===== src/rtl/tenthirty_round_ctrl_if.sv =====
// Button, deck handshake and display-facing signals of the ten-point-half round controller.
// The master side drives buttons and cards; the slave side is the controller.
interface tenthirty_round_ctrl_if;
  logic       btn_m_pulse;
  logic       btn_r_pulse;
  logic       deal_req;
  logic       card_vld;
  logic [3:0] card_code;
  logic [2:0] state;
  logic [5:0] player_total;
  logic [5:0] dealer_total;
  logic [2:0] pick_times;
  logic       card_wr;
  logic [2:0] round;
  logic       winner;
  logic [2:0] player_wins;
  logic [2:0] dealer_wins;

  modport master (
    output btn_m_pulse, btn_r_pulse, card_vld, card_code,
    input  deal_req, state, player_total, dealer_total, pick_times, card_wr,
           round, winner, player_wins, dealer_wins
  );

  modport slave (
    input  btn_m_pulse, btn_r_pulse, card_vld, card_code,
    output deal_req, state, player_total, dealer_total, pick_times, card_wr,
           round, winner, player_wins, dealer_wins
  );
endinterface


===== src/rtl/tenthirty_round_ctrl.sv =====
// Round sequencer for ten-point-half: player/dealer turns, card requests, compare, win counting.
// Totals are kept in half-point units; every output is driven straight from a register.
module tenthirty_round_ctrl #(
  parameter int ROUND_MAX  = 4,
  parameter int MAX_CARDS  = 5,
  parameter int BUST_LIMIT = 21
) (
  input  logic                 clk,
  input  logic                 rst,
  tenthirty_round_ctrl_if.slave bus
);

  typedef enum logic [2:0] {
    ST_PLAYER    = 3'd0,
    ST_P_DRAW    = 3'd1,
    ST_DEALER    = 3'd2,
    ST_D_DRAW    = 3'd3,
    ST_COMPARE   = 3'd4,
    ST_RESULT    = 3'd5,
    ST_GAME_OVER = 3'd6
  } state_t;

  localparam logic [5:0] BUST_C  = 6'(BUST_LIMIT);
  localparam logic [2:0] MAX_C   = 3'(MAX_CARDS);
  localparam logic [2:0] ROUND_C = 3'(ROUND_MAX);

  state_t     state_r, state_s;
  logic [5:0] player_total_r, player_total_s;
  logic [5:0] dealer_total_r, dealer_total_s;
  logic [2:0] pick_times_r, pick_times_s;
  logic [2:0] round_r, round_s;
  logic [2:0] player_wins_r, player_wins_s;
  logic [2:0] dealer_wins_r, dealer_wins_s;
  logic       winner_r, winner_s;
  logic       deal_req_r, deal_req_s;
  logic       card_wr_r, card_wr_s;
  logic [5:0] card_w_s;
  logic       p_win_s;

  function automatic logic [5:0] card_weight(input logic [3:0] code);
    if ((code >= 4'd1) && (code <= 4'd10)) begin
      return {1'b0, code, 1'b0};
    end else begin
      return 6'd1;
    end
  endfunction

  function automatic logic [5:0] sat_add(input logic [5:0] a, input logic [5:0] b);
    logic [6:0] sum;
    sum = {1'b0, a} + {1'b0, b};
    if (sum[6]) begin
      return 6'd63;
    end else begin
      return sum[5:0];
    end
  endfunction

  function automatic logic [2:0] sat_inc(input logic [2:0] v);
    if (v == 3'd7) begin
      return v;
    end else begin
      return v + 3'd1;
    end
  endfunction

  // State and datapath registers; reset drops any outstanding card request at once.
  always_ff @(posedge clk or posedge rst) begin
    if (rst) begin
      state_r        <= ST_PLAYER;
      player_total_r <= 6'd0;
      dealer_total_r <= 6'd0;
      pick_times_r   <= 3'd0;
      round_r        <= 3'd1;
      player_wins_r  <= 3'd0;
      dealer_wins_r  <= 3'd0;
      winner_r       <= 1'b0;
      deal_req_r     <= 1'b0;
      card_wr_r      <= 1'b0;
    end else begin
      state_r        <= state_s;
      player_total_r <= player_total_s;
      dealer_total_r <= dealer_total_s;
      pick_times_r   <= pick_times_s;
      round_r        <= round_s;
      player_wins_r  <= player_wins_s;
      dealer_wins_r  <= dealer_wins_s;
      winner_r       <= winner_s;
      deal_req_r     <= deal_req_s;
      card_wr_r      <= card_wr_s;
    end
  end

  // Next-state and next-datapath logic for the game FSM.
  always_comb begin
    state_s        = state_r;
    player_total_s = player_total_r;
    dealer_total_s = dealer_total_r;
    pick_times_s   = pick_times_r;
    round_s        = round_r;
    player_wins_s  = player_wins_r;
    dealer_wins_s  = dealer_wins_r;
    winner_s       = winner_r;
    deal_req_s     = deal_req_r;
    card_wr_s      = 1'b0;
    card_w_s       = card_weight(bus.card_code);
    p_win_s        = (player_total_r <= BUST_C) &&
                     ((dealer_total_r > BUST_C) || (player_total_r > dealer_total_r));

    // A draw state spends one cycle waiting with deal_req high, then one cycle deciding.
    case (state_r)
      ST_PLAYER: begin
        if (bus.btn_r_pulse) begin
          state_s      = ST_DEALER;
          pick_times_s = 3'd0;
        end else if (bus.btn_m_pulse) begin
          state_s    = ST_P_DRAW;
          deal_req_s = 1'b1;
        end else begin
          state_s = ST_PLAYER;
        end
      end
      ST_P_DRAW: begin
        if (deal_req_r) begin
          if (bus.card_vld) begin
            player_total_s = sat_add(player_total_r, card_w_s);
            pick_times_s   = pick_times_r + 3'd1;
            card_wr_s      = 1'b1;
            deal_req_s     = 1'b0;
          end else begin
            deal_req_s = 1'b1;
          end
        end else if ((player_total_r > BUST_C) || (pick_times_r == MAX_C)) begin
          state_s      = ST_DEALER;
          pick_times_s = 3'd0;
        end else begin
          state_s = ST_PLAYER;
        end
      end
      ST_DEALER: begin
        if (bus.btn_r_pulse) begin
          state_s = ST_COMPARE;
        end else if (bus.btn_m_pulse) begin
          state_s    = ST_D_DRAW;
          deal_req_s = 1'b1;
        end else begin
          state_s = ST_DEALER;
        end
      end
      ST_D_DRAW: begin
        if (deal_req_r) begin
          if (bus.card_vld) begin
            dealer_total_s = sat_add(dealer_total_r, card_w_s);
            pick_times_s   = pick_times_r + 3'd1;
            card_wr_s      = 1'b1;
            deal_req_s     = 1'b0;
          end else begin
            deal_req_s = 1'b1;
          end
        end else if ((dealer_total_r > BUST_C) || (pick_times_r == MAX_C)) begin
          state_s = ST_COMPARE;
        end else begin
          state_s = ST_DEALER;
        end
      end
      ST_COMPARE: begin
        winner_s = ~p_win_s;
        if (p_win_s) begin
          player_wins_s = sat_inc(player_wins_r);
        end else begin
          dealer_wins_s = sat_inc(dealer_wins_r);
        end
        state_s = ST_RESULT;
      end
      ST_RESULT: begin
        if (bus.btn_r_pulse) begin
          if (round_r < ROUND_C) begin
            round_s        = round_r + 3'd1;
            player_total_s = 6'd0;
            dealer_total_s = 6'd0;
            pick_times_s   = 3'd0;
            winner_s       = 1'b0;
            state_s        = ST_PLAYER;
          end else begin
            state_s = ST_GAME_OVER;
          end
        end else begin
          state_s = ST_RESULT;
        end
      end
      ST_GAME_OVER: begin
        state_s = ST_GAME_OVER;
      end
      default: begin
        state_s    = ST_PLAYER;
        deal_req_s = 1'b0;
      end
    endcase
  end

  assign bus.state        = state_r;
  assign bus.player_total = player_total_r;
  assign bus.dealer_total = dealer_total_r;
  assign bus.pick_times   = pick_times_r;
  assign bus.round        = round_r;
  assign bus.winner       = winner_r;
  assign bus.player_wins  = player_wins_r;
  assign bus.dealer_wins  = dealer_wins_r;
  assign bus.deal_req     = deal_req_r;
  assign bus.card_wr      = card_wr_r;

endmodule


===== src/flat_wrapper.sv =====
// flat-port wrapper written by rule: the top's interface ports become plain ports
module tenthirty_round_ctrl_flat 
#(
  parameter int ROUND_MAX  = 4,
  parameter int MAX_CARDS  = 5,
  parameter int BUST_LIMIT = 21
)
  (clk, rst, bus_btn_m_pulse, bus_btn_r_pulse, bus_card_vld, bus_card_code, bus_deal_req, bus_state, bus_player_total, bus_dealer_total, bus_pick_times, bus_card_wr, bus_round, bus_winner, bus_player_wins, bus_dealer_wins);
  tenthirty_round_ctrl_if bus_i ();
  input  logic clk;
  input  logic rst;
  input wire logic [$bits(bus_i.btn_m_pulse)-1:0] bus_btn_m_pulse;
  input wire logic [$bits(bus_i.btn_r_pulse)-1:0] bus_btn_r_pulse;
  input wire logic [$bits(bus_i.card_vld)-1:0] bus_card_vld;
  input wire logic [$bits(bus_i.card_code)-1:0] bus_card_code;
  output wire logic [$bits(bus_i.deal_req)-1:0] bus_deal_req;
  output wire logic [$bits(bus_i.state)-1:0] bus_state;
  output wire logic [$bits(bus_i.player_total)-1:0] bus_player_total;
  output wire logic [$bits(bus_i.dealer_total)-1:0] bus_dealer_total;
  output wire logic [$bits(bus_i.pick_times)-1:0] bus_pick_times;
  output wire logic [$bits(bus_i.card_wr)-1:0] bus_card_wr;
  output wire logic [$bits(bus_i.round)-1:0] bus_round;
  output wire logic [$bits(bus_i.winner)-1:0] bus_winner;
  output wire logic [$bits(bus_i.player_wins)-1:0] bus_player_wins;
  output wire logic [$bits(bus_i.dealer_wins)-1:0] bus_dealer_wins;
  assign bus_i.btn_m_pulse = bus_btn_m_pulse;
  assign bus_i.btn_r_pulse = bus_btn_r_pulse;
  assign bus_i.card_vld = bus_card_vld;
  assign bus_i.card_code = bus_card_code;
  assign bus_deal_req = bus_i.deal_req;
  assign bus_state = bus_i.state;
  assign bus_player_total = bus_i.player_total;
  assign bus_dealer_total = bus_i.dealer_total;
  assign bus_pick_times = bus_i.pick_times;
  assign bus_card_wr = bus_i.card_wr;
  assign bus_round = bus_i.round;
  assign bus_winner = bus_i.winner;
  assign bus_player_wins = bus_i.player_wins;
  assign bus_dealer_wins = bus_i.dealer_wins;
  tenthirty_round_ctrl #(.ROUND_MAX(ROUND_MAX), .MAX_CARDS(MAX_CARDS), .BUST_LIMIT(BUST_LIMIT)) u_core (.clk(clk), .rst(rst), .bus(bus_i));
endmodule

===== config.mk =====
export PLATFORM = sky130hd
export DESIGN_NAME = tenthirty_round_ctrl_flat
export DESIGN_NICKNAME = d
export VERILOG_FILES = /design/src/rtl/tenthirty_round_ctrl_if.sv /design/src/rtl/tenthirty_round_ctrl.sv /design/src/flat_wrapper.sv
export SDC_FILE = /design/constraint.sdc
export NUM_CORES = 1
export LEC_CHECK = 0
export ABC_AREA = 1
export CORE_UTILIZATION = 35
export CTS_CLUSTER_DIAMETER = 100
export CTS_CLUSTER_SIZE = 10
export DETAILED_ROUTE_END_ITERATION = 10
export PLACE_DENSITY = 0.54
export SETUP_SLACK_MARGIN = 0.15
export SYNTH_ARGS = -nofsm -noshare
export SYNTH_HDL_FRONTEND = slang
export SYNTH_SLANG_ARGS = --single-unit

===== constraint.sdc =====
create_clock -name clk -period 5.2 [get_ports clk]
set_input_delay 0.78 -clock clk [delete_from_list [all_inputs] [get_ports clk]]
set_output_delay 0.78 -clock clk [all_outputs]
set_load 0.005 [all_outputs]

Word level (Yosys, flattened, before mapping)
Index checks and enable logic that the tools add are counted.

Bits in writable memories: 0. Memory bits (read-only): 0. Latch bits: 0. Output and inout port bits: 30. Register bits after elaboration: 30. Input bits: 9. Word-level logic and storage cells: 111. Memories kept: 0.

Divide/modulo/power cells: 0. Bitwise logic cells: 4. Equal/unequal tests: 21. Reduce and logical (&&, ||, !) cells: 22. Add/subtract/negate cells: 6. Mux-type cells: 41. Multipliers: 0. Shift-type cells: 0. Order comparisons: 7.

Operators by type and width (count): 6-bit 2-to-1 mux (8); 3-bit 2-to-1 mux (14); 6-bit one-hot mux with 2 select lines (2); 3-bit one-hot mux with 7 select lines (1); 3-bit equality test, second input constant (6); 3-bit AND reduction (5); 6-bit by 5-bit adder with 7-bit output (2); 2-bit inequality test, second input constant (7); 3-bit by 1-bit adder with 3-bit output, second input constant (4); 6-bit by 5-bit greater-than comparator with 1-bit output, second input constant (2); 3-bit one-hot mux with 4 select lines (1); 1-bit 2-to-1 mux (11); 5-bit AND reduction (2); 2-bit by 1-bit inequality test with 1-bit output, second input constant (4); 3-bit by 2-bit equality test with 1-bit output, second input constant (2); 6-bit greater-than comparator (1); 6-bit by 5-bit less-or-equal comparator with 1-bit output, second input constant (1); 6-bit AND reduction (1); 2-bit nonzero test (3); 5-bit 2-to-1 mux (1); 4-bit by 1-bit greater-or-equal comparator with 1-bit output, second input constant (1); 4-bit less-or-equal comparator, second input constant (1); 1-bit inverter (4); 4-bit nonzero test (1); 12 further kinds (16).

Depth between registers and ports, before layout
Depth in word-level cells: 8. Mapped depth: 16. Depth with buffers taken out: 16.

Worst setup path after synthesis
OpenSTA, ideal clock, no wires.

Kind: input to register. Start: input bus_card_code[2]. End: register u_core.dealer_total_r[1], in the netlist u_core.bus.dealer_total[1]. Data required time: 5.135 ns. Slack: 2.932 ns. Stages on the path: 16. Setup time: 0.065 ns. Arrival: 2.202 ns. Path buffers: 0. Cell sequence: inv_1 -> nand2_2 -> nand2_2 -> nand2_1 -> ha_1 -> inv_1 -> fa_1 -> inv_1 -> nand4_1 -> nand2_1 -> nand2_1 -> nand2_1 -> nand2_2 -> nand2_1 -> nand2_1 -> nand2_1.

Cells in the longest elaborated chain, start to end: 8. Elaborated cells between the ends (all ways): 9. Those cells by class: add/sub (1); order compare (2); mux (5); reduce/logical (1).

RTL lines: from (decl) (RTL line flat_wrapper.sv:15) `input wire logic [$bits(bus_i.card_code)-1:0] bus_card_code;`; 4-bit by 1-bit greater-or-equal comparator with 1-bit output / 4-bit less-or-equal comparator (equally long branches) (RTL line tenthirty_round_ctrl.sv:41) `if ((code >= 4'd1) && (code <= 4'd10)) begin`; 1-bit logical AND (RTL line tenthirty_round_ctrl.sv:41); 5-bit 2-to-1 mux (*) (RTL line tenthirty_round_ctrl.sv:41); 6-bit by 5-bit adder with 7-bit output (*) (RTL line tenthirty_round_ctrl.sv:50) `sum = {1'b0, a} + {1'b0, b};`; 6-bit 2-to-1 mux (*) (RTL line tenthirty_round_ctrl.sv:51) `if (sum[6]) begin`; 6-bit 2-to-1 mux (*) (RTL line tenthirty_round_ctrl.sv:151) `if (bus.card_vld) begin`; 6-bit 2-to-1 mux (*) (RTL line tenthirty_round_ctrl.sv:150) `if (deal_req_r) begin`; 6-bit one-hot mux with 2 select lines (*) (RTL line tenthirty_round_ctrl.sv:110) `case (state_r)`; to (signal assigned) (RTL line tenthirty_round_ctrl.sv:82) `dealer_total_r <= dealer_total_s;`; to (decl) (RTL line tenthirty_round_ctrl.sv:29) `logic [5:0] dealer_total_r, dealer_total_s;`.

Every way passes the cells marked *; elsewhere a longest branch is shown, timed or not. The select of a mux whose other input is x is not followed. A chain may end at the register's enable or synchronous reset.

Worst setup path after layout
Start: input bus_card_code[1]. End: register u_core.dealer_total_r[2], in the netlist u_core.bus.dealer_total[2].

Same word-level chain as after synthesis.

==> results.tsv <==
stage	metric	value	unit
synthesis	synth_enable_flop_cells	0	
route	drt_iter0_drc	86	
grt	antenna_found_initial	0	
synthesis	yosysTopAreaCell	dfrtp_1	
synthesis	synth_seq_area_share	32.7	%
layout	fillers	650	
cts	postCtsSetupBuffers	0	
sta	final.period_utilization	53.3	%
synthesis	synth_nets	338	
synthesis	yosys_warnings	0	
hold_path	whs_path_depth	1	
synthesis	yosys.cell_types.count	37	
worst_setup_path	cp_slowest_stage_delay	0.57	ns
sta	final_hold_viol_count	0	
worst_setup_path	cp_cell_sequence	clkdlybuf4s50_1 -> nand2_1 -> nand2_2 -> nand2_2 -> nand2_1 -> ha_1 -> inv_1 -> fa_1 -> inv_1 -> nand4_1 -> nand2_1 -> nand2_1 -> nand2_1 -> nand2_2 -> nand2_1 -> nand2_1 -> nand2_1	
worst_setup_path	slowest_stage	clkdlybuf4s50_1	
cts	clockRootBuffer	clkbuf_8	
layout	register_area	752	µm²
sta	setup-violations-final	0	
outcome	outcome	finished clean	
sta	tightest_slew	0.377	ns
cts	cts_buffers	5	
layout	fin_nets	384	
route	avgViaCountPerCell	4.79	
cts	htreeDepth	2	
die	ios	39	
power	powerDensity	528	nW/µm²
cts	cts.clk_slew.worst_paths	0.07	ns
cts	ctsResizeCount	0	
cts	tritoncts	yes	
cts	clockBufferDepth	2	
worst_setup_path	rr_worst_depth	12	
sta	fin_crit	2.77	ns
synthesis	ys_ff_latch	30	
worst_setup_path	critPathMaxFanout	6	
synthesis	synthFlopType	dfrtp_1	
worst_setup_path	r2r_setup_slack	3.28	ns
route	num_vias	2058	
grt	grt_pass1_wl	9410	µm
layout	utilization	45.5	%
synthesis	yosys-top-cells-count	nand2_1, inv_1, dfrtp_1	
worst_setup_path	critPathLaunchType	input pin	
synthesis	async_flop_share	100	%
layout	n_antenna_cell	0	
die	die_x	83.0	µm
route	routedWlPerCell	12.3	µm
layout	area_growth	25.8	%
sta	fin_setup_tns	0	ns
sta	fmax	361	MHz
sta	rsz0062_at_grt	false	
worst_setup_path	endpoint_kind	register	
route	drc	0	
sta	fin_skew	0.00675	ns
synthesis	synth_top_area_share	31.6	%
cts	clkSinkCount	30	
worst_setup_path	worstPathRequired	5.42	ns
synthesis	syn_inst	306	
sta	drv_slew	0	
synthesis	synth.most_common_cell	nand2_1	
placement	gp_congestion	0.842	
sta	whs	0.501	ns
grt	grt_usage	16.6	%
placement	port_buffers	38	
grt	grt_pass1_vias	2011	
route	wl	5290	µm
power	power_leakage	1.53	nW
placement	dp_hpwl	4190	µm
synthesis	synthTopCellsByArea	dfrtp_1, nand2_1, ha_1	
die	dieHeight	83.0	µm
die	row_count	29	
route	ant_nets	0	
cts	insertion_delay	0.28	ns
grt	grt_max_degree	31	
worst_setup_path	path_class	in -> reg	
run	maxCapViolCount	0	
worst_setup_path	cp_common_cell	nand2_1	
route	drt_first_pass_iters	4	
die	initial_core_util	36.2	%
synthesis	syn_area_per_cell	7.51	µm²
grt	overflow	0	
die	die_area	6890	µm²
layout	multi_input_area	1370	µm²
worst_setup_path	crit_arrival	2.99	ns
synthesis	synthesis.area	2300	µm²
sta	relSlewSlack	74.2	%
die	placeableCoreArea	6350	µm²
cts	ctsHoldBuffers	0	
hold_path	hold_class	reg -> reg	
layout	drive_above_1_share	12.2	%
power	ir_worst_vdd	0.206	mV
[metal layers]
layer | GRT usage [%] | vias to the layer above | routed length, µm
li1 | - | 1079 | -
met1 | 22.9 | 938 | 2600
met2 | 27.4 | 36 | 2480
met3 | 2.49 | 5 | 178
met4 | 3.76 | 0 | 36
met5 | 0 | - | 0
[cell families after synthesis]
kind of cell    share of synthesized area (%)
simple gates                             31.0
buf+inv                                  7.89
flops                                    32.7
compound gates                           11.3
fa+ha+maj                                13.2
xor+xnor                                 3.43
mux                                     0.490
[state kept, by name (all words and copies together), names as in the netlist]
name and count:
u_core.bus.player_wins 3, u_core.bus.pick_times 3, u_core.bus.dealer_total 6, u_core.bus.state 3, u_core.bus.round 3, u_core.bus.dealer_wins 3
u_core.bus.player_total 6, u_core.bus.deal_req 1, u_core.bus.winner 1, u_core.bus.card_wr 1
[through the flow]
stage | worst slack (ns) | total power [mW] | std cells | cell area, µm²
2_1_floorplan | 2.93 | 0.963 | 306 | 2300
6_report | 2.43 | 1.53 | 430 | 2890
4_1_cts | 2.41 | 1.55 | 430 | 2890
3_5_place_dp | 2.12 | 1.30 | 422 | 2780
3_3_place_gp | 2.24 | 1.31 | 422 | 2780
5_1_grt | 2.09 | 1.69 | 430 | 2890
[critical path: cells and delay by family]
kind | cells | cell delay, ns
buffers and inverters | 3 | 0.72
AND/OR/NAND/NOR | 12 | 0.95
adder cells (fa/ha/maj) | 2 | 0.54
[path summary, 6_finish.rpt]
path	from	to
max	bus_card_code[1]	u_core.bus.dealer_total[2]
max in group asynchronous	rst	u_core.bus.round[0]
min in group asynchronous	rst	u_core.bus.player_total[1]
max reg2reg	u_core.bus.dealer_total[5]	u_core.bus.dealer_wins[0]
min reg2reg	u_core.bus.player_wins[0]	u_core.bus.player_wins[0]
min	u_core.bus.player_wins[0]	u_core.bus.player_wins[0]
[where the power goes]
| group | leakage (nW) | internal (mW) | switching, mW |
|---|---|---|---|
| Clock | 0.0579 | 0.141 | 0.0947 |
| Combinational | 1.08 | 0.394 | 0.433 |
| Sequential | 0.387 | 0.332 | 0.132 |
| Total | 1.53 | 0.867 | 0.660 |
[area by class of cell]
type	instances	area share [%]
multi-input combinational	228	47.2
sequential	30	26.0
timing repair buffer	39	13.4
inverter	48	6.27
tap	77	3.33
clock buffer	5	2.38
clock inverter	3	1.38
[placed cells by master (no fill, tap or decap), types with 6 or more instances in the layout]
cell type | Yosys | routed
a21oi_1 | 9 | 9
clkdlybuf4s50_1 | 0 | 38
dfrtp_1 | 29 | 29
ha_1 | 21 | 21
inv_1 | 39 | 39
inv_2 | 8 | 8
nand2_1 | 97 | 97
nand2_2 | 10 | 10
nand3_1 | 17 | 17
nand4_1 | 6 | 6
nor2_1 | 13 | 13
o21ai_0 | 15 | 15
xor2_1 | 7 | 7
No activity file was read; power rests on OpenSTA's default activity.
